[config.mk]
export PLATFORM = sky130hd
export DESIGN_NAME = gray_decode_arbiter
export DESIGN_NICKNAME = d
export VERILOG_FILES = /design/src/rtl/gray_pkg.sv /design/src/rtl/gray_to_bin_core.sv /design/src/rtl/gray_decode_arbiter.sv
export SDC_FILE = /design/constraint.sdc
export NUM_CORES = 1
export LEC_CHECK = 0
export BUFFER_PORTS_ARGS = -buffer_cell sky130_fd_sc_hd__buf_2
export CORE_UTILIZATION = 46
export CTS_CLUSTER_DIAMETER = 150
export DETAILED_ROUTE_END_ITERATION = 7
export GPL_ROUTABILITY_DRIVEN = 0
export PLACE_DENSITY_LB_ADDON = 0.08
export SLEW_MARGIN = 5
export SYNTH_ARGS = -nofsm -noshare
export SYNTH_HDL_FRONTEND = slang
export SYNTH_SLANG_ARGS = --single-unit
[constraint.sdc]
create_clock -name clk -period 1.6 [get_ports clk]
set_input_delay 0.16 -clock clk [delete_from_list [all_inputs] [get_ports clk]]
set_output_delay 0.16 -clock clk [all_outputs]
set_load 0.01 [all_outputs]
[src/rtl/gray_pkg.sv]
// Shared constants and FSM state type for the Gray-decode arbiter.
package gray_pkg;

  localparam int unsigned GRAY_WIDTH = 4;
  localparam int unsigned GRAY_N_REQ = 2;

  typedef enum logic [1:0] {
    IDLE = 2'd0,
    CONV = 2'd1,
    RESP = 2'd2
  } state_e;

endpackage

[src/rtl/gray_to_bin_core.sv]
// Combinational Gray-to-binary conversion: each binary bit is the running XOR from the MSB down.
module gray_to_bin_core #(
  parameter int unsigned WIDTH = 4
) (
  input  logic [WIDTH-1:0] gray_i,
  output logic [WIDTH-1:0] bin_o
);

  always_comb begin
    logic [WIDTH-1:0] b;
    b = '0;
    b[WIDTH-1] = gray_i[WIDTH-1];
    for (int i = int'(WIDTH) - 2; i >= 0; i--) begin
      b[i] = b[i+1] ^ gray_i[i];
    end
    bin_o = b;
  end

endmodule

[src/rtl/gray_decode_arbiter.sv]
// Two-requester arbiter feeding a registered Gray-to-binary converter with a valid/ready response.
// Define GRAY_ARB_ROUND_ROBIN_EN for round-robin ties; default build uses fixed priority (requester 0).
module gray_decode_arbiter
  import gray_pkg::*;
#(
  parameter int unsigned WIDTH = GRAY_WIDTH,
  parameter int unsigned N_REQ = GRAY_N_REQ
) (
  input  logic                     clk,
  input  logic                     rst_n,
  input  logic [N_REQ-1:0]         req_valid,
  input  logic [N_REQ*WIDTH-1:0]   req_gray,
  output logic [N_REQ-1:0]         req_ready,
  output logic                     rsp_valid,
  output logic [WIDTH-1:0]         rsp_bin,
  output logic                     rsp_id,
  input  logic                     rsp_ready,
  output logic [15:0]              done_count
);

  state_e           state_q, state_d;
  logic [WIDTH-1:0] gray_q, gray_d;
  logic             id_q, id_d;
  logic [WIDTH-1:0] rsp_bin_q, rsp_bin_d;
  logic             rsp_id_q, rsp_id_d;
  logic             rsp_valid_q, rsp_valid_d;
  logic [15:0]      done_count_q, done_count_d;

  logic             grant_id;
  logic             any_valid;
  logic             accept;
  logic [WIDTH-1:0] sel_gray;
  logic [WIDTH-1:0] conv_bin;

  assign any_valid = |req_valid;

`ifdef GRAY_ARB_ROUND_ROBIN_EN
  // ptr_q names the requester favoured on the next tie
  logic ptr_q, ptr_d;

  always_comb begin
    grant_id = (req_valid[0] && req_valid[1]) ? ptr_q : !req_valid[0];
  end

  always_comb begin
    ptr_d = ptr_q;
    if (accept) ptr_d = !grant_id;
  end

  always_ff @(posedge clk or negedge rst_n) begin
    if (!rst_n) ptr_q <= 1'b0;
    else        ptr_q <= ptr_d;
  end
`else
  always_comb begin
    grant_id = !req_valid[0];
  end
`endif

  // Ready is qualified by rst_n so it reads zero for the whole reset window
  always_comb begin
    req_ready = '0;
    if (state_q == IDLE && any_valid && rst_n) req_ready[grant_id] = 1'b1;
  end

  assign accept   = |(req_valid & req_ready);
  assign sel_gray = grant_id ? req_gray[WIDTH +: WIDTH] : req_gray[0 +: WIDTH];

  gray_to_bin_core #(.WIDTH(WIDTH)) u_core (
    .gray_i (gray_q),
    .bin_o  (conv_bin)
  );

  always_comb begin
    state_d      = state_q;
    gray_d       = gray_q;
    id_d         = id_q;
    rsp_bin_d    = rsp_bin_q;
    rsp_id_d     = rsp_id_q;
    rsp_valid_d  = rsp_valid_q;
    done_count_d = done_count_q;
    case (state_q)
      IDLE: begin
        if (accept) begin
          gray_d  = sel_gray;
          id_d    = grant_id;
          state_d = CONV;
        end
      end
      CONV: begin
        rsp_bin_d   = conv_bin;
        rsp_id_d    = id_q;
        rsp_valid_d = 1'b1;
        state_d     = RESP;
      end
      RESP: begin
        if (rsp_ready) begin
          rsp_valid_d = 1'b0;
          state_d     = IDLE;
          if (done_count_q != 16'hFFFF) done_count_d = done_count_q + 16'd1;
        end
      end
      default: begin
        rsp_valid_d = 1'b0;
        state_d     = IDLE;
      end
    endcase
  end

  always_ff @(posedge clk or negedge rst_n) begin
    if (!rst_n) begin
      state_q      <= IDLE;
      gray_q       <= '0;
      id_q         <= 1'b0;
      rsp_bin_q    <= '0;
      rsp_id_q     <= 1'b0;
      rsp_valid_q  <= 1'b0;
      done_count_q <= '0;
    end else begin
      state_q      <= state_d;
      gray_q       <= gray_d;
      id_q         <= id_d;
      rsp_bin_q    <= rsp_bin_d;
      rsp_id_q     <= rsp_id_d;
      rsp_valid_q  <= rsp_valid_d;
      done_count_q <= done_count_d;
    end
  end

  assign rsp_valid  = rsp_valid_q;
  assign rsp_bin    = rsp_bin_q;
  assign rsp_id     = rsp_id_q;
  assign done_count = done_count_q;

endmodule

==> impl_metrics.toml <==
[clock_network]
cts_tree = "yes"
htree_num_levels = 2
root_buffer = "clkbuf_4"
clock_latency_ns = 0.32
numCtsBuffers = 5
path_clk_slew_ns = 0.09
max-clock-path-buffers = 2
clock_sinks = 29

[finish]
area_delta_synth_final_pct = 35.1
layoutNonFillerInstCount = 226
multi_input_area_um2 = 728
nNetsFinal = 208
antenna_cells = 0
seqCellArea_um2 = 729
nFillCells = 234
finalInstanceArea_um2 = 1920
layout-drive-gt1-share_pct = 44.1

[critical_path]
path_class = "register to register"
cp-end-kind = "register"
reg2reg_slack_ns = -0.0007
cpMaxStageDelayCell = "dfrtp_1"
path_cells = "ha_4 > and4_4 > a41oi_4 > buf_6 > nand4_1 > xnor2_1"
cp.required_ns = 1.82
cp_max_fo = 4
max_stage_delay_ns = 0.42
critPathArrivalTime_ns = 1.82
cp-start-kind = "register"

[pwr]
swShare_pct = 34.9
clkPwrFrac_pct = 17.0
p_comb_share_pct = 37.2
p_switching_w = 0.000851
pwr_density_cell_nw_per_um2 = 1270
power.leakage_nw = 0.934
peakVddDrop_mv = 0.897
seq_power_share_pct = 45.8
intPower_w = 0.00159

[sta]
clock_skew_ns = 0.00259
timing.final.ws_setup_ns = -0.000663
finalHoldViolCount = 0
setup-violations-final = 1
final.setup.tns_ns = -0.000663
tightest_slew_ns = 0.366
finalCritPeriodShare_pct = 100
fmax_ghz = 0.625
finalMaxSlewViolations = 0
relSlewSlack_pct = 75.6
min_period_ns = 1.60
rsz0062_at_grt = "yes"

[route]
drt_wl_total_um = 3020
dr.pass1.iters = 6
drt-wirelength-per-cell_um = 13.4
vias = 1250
drc_errors = 1
ant_nets = 0
drt_iter0_drc = 45
routed_via_density = 5.53

[global_routing]
grt_start_max_net_pins = 19
use_met3_pct = 4.76
grtUsageTotal_pct = 19.8
globalRoute.totalOverflow = 0
gr-usage-met1_pct = 29.5
grt_pass1_vias = 1114
grt_most_used_layer = "met1"
use_met2_pct = 26.7
antenna_found_initial = 0
grt_pass1_wl_um = 4930

[die]
start_util_pct = 50.2
rows = 19
ioPinCount = 37
die_h_um = 57.6
fp.dieW_um = 57.6
fp.dieArea_um2 = 3310
core_um2 = 2830

[yosys]
syn-num-nets = 144
yosysWarnings = 0
syn_area_per_cell_um2 = 10.9
ys_types = 31
synth_area_um2 = 1420
ys_seq_elements = 29
synth_seq_area_share_pct = 51.1
netlist_instances = 130

[min_path]
hold_class = "input port to register"

[place]
hpwl_um = 2190
dpl_cell_area_um2 = 1770
dp.cells = 213
port_buffers = 36

[run_status]
failed_checks = "design-rule violations, negative setup slack"
status = "finished with violations"

[run]
drv_cap = 0
[registers in the layout, summed over array words and instances (netlist names)]
register and cells:
rsp_id 1, rsp_bin 4, id_q 1, rsp_valid 1
gray_q 4, state_q 2, done_count 16
[power groups by stage]
stage | Sequential (W) | Combinational, W | Clock, W
finish | 0.00112 | 0.000907 | 0.000416
global route | 0.00115 | 0.00100 | 0.000452
CTS | 0.00111 | 0.000819 | 0.000424
detailed placement | 0.00112 | 0.000807 | 0
global placement | 0.00110 | 0.000781 | 0
floorplan | 0.00117 | 0.000403 | 0
[metrics by stage]
step	worst slack (ns)	utilization (%)	hold slack, ns	total power [W]
6_report	-0.000663	67.8	0.0642	0.00244
5_1_grt	-0.0476	67.8	0.0707	0.00260
4_1_cts	0.00980	65.2	0.0571	0.00235
3_5_place_dp	0.0240	62.7	0.130	0.00192
3_3_place_gp	0.0950	62.7	0.124	0.00188
2_1_floorplan	0.00293	-	-0.136	0.00157
[per-layer routing]
layer	routed length, µm	share of wire [%]
met5	0	0
met2	1320	44
met3	171	5.7
met1	1480	49
met4	46	1.5
[worst paths after layout]
path,from,endpoint,cells after the start
max,done_count[1],done_count[4],6
min reg2reg,rsp_bin[2],rsp_bin[2],2
min in group asynchronous,rst_n,rsp_bin[0],3
min,req_gray[1],gray_q[1],3
max in group asynchronous,rst_n,done_count[0],3
max reg2reg,done_count[1],done_count[4],6
[synthesized netlist by cell type (all sizes together)]
cell type / count / area (µm²)
mux2: 4 / 48.8
o21ai: 9 / 45.0
and4: 3 / 27.5
o21a: 1 / 7.51
xnor2: 13 / 114
a31oi: 4 / 25.0
nor4: 2 / 27.5
xor2: 3 / 26.3
and3: 3 / 20.0
nand3b: 1 / 20.0
a22oi: 4 / 30.0
and2: 1 / 6.26
nand3: 9 / 55.1
nor2b: 4 / 25.0
ha: 1 / 12.5
clkbuf: 3 / 11.3
nand2: 12 / 45.0
nor2: 10 / 37.5
dfrtp: 29 / 726
a21oi: 2 / 10.0
nor3b: 1 / 12.5
nand2b: 2 / 12.5
nand4: 7 / 50.1
a41oi: 2 / 25.0
[cells by family (layout without fill, tap and decap cells)]
kind of cell / Yosys count / count (layout) / share of synthesized area (%)
AO/OA/AOI/OAI: 22 / 22 / 10.0
XOR/XNOR: 16 / 16 / 9.87
adder cells (fa/ha/maj): 1 / 1 / 0.881
buffers and inverters: 3 / 68 / 0.793
flip-flops: 29 / 29 / 51.1
multiplexers: 4 / 4 / 3.44
AND/OR/NAND/NOR: 55 / 55 / 23.9
[worst max-delay path, delay by kind of cell, from the launching register on]
kind                       cells  cell delay, ns
AOI/OAI and AO/OA              1            0.30
DFF                            1            0.42
adders and majority gates      1            0.18
xor gates and xnor gates       1            0.14
and+or+nand+nor                2            0.30
buffers and inverters          1            0.15
[placed cells by master, fill, tap and decap left out, drive strengths merged, types with 3 or more instances in the layout]
cell and n:
nand2 12, nand3 9, xnor2 13, and3 3
dfrtp 29, nor2 10, mux2 4, xor2 3
buf 59, and4 3, nand4 7, a22oi 4
a31oi 4, nor2b 4, clkbuf 6, o21ai 9
[what timing repair did]
action	in CTS	in global routing
setup endpoints to repair	1	7
pin swaps	1	7
resized for setup	4	8
buffers inserted	0	4
hold buffers	1	0
hold endpoints to repair	29	0
[final cells by class]
class / count / area share, %
Sequential cell: 29 / 38.0
Multi-Input combinational cell: 98 / 38.0
Timing Repair Buffer: 60 / 19.3
Clock buffer: 6 / 2.15
Tap cell: 31 / 2.02
Clock inverter: 2 / 0.522
No activity file was read; power rests on OpenSTA's default activity.
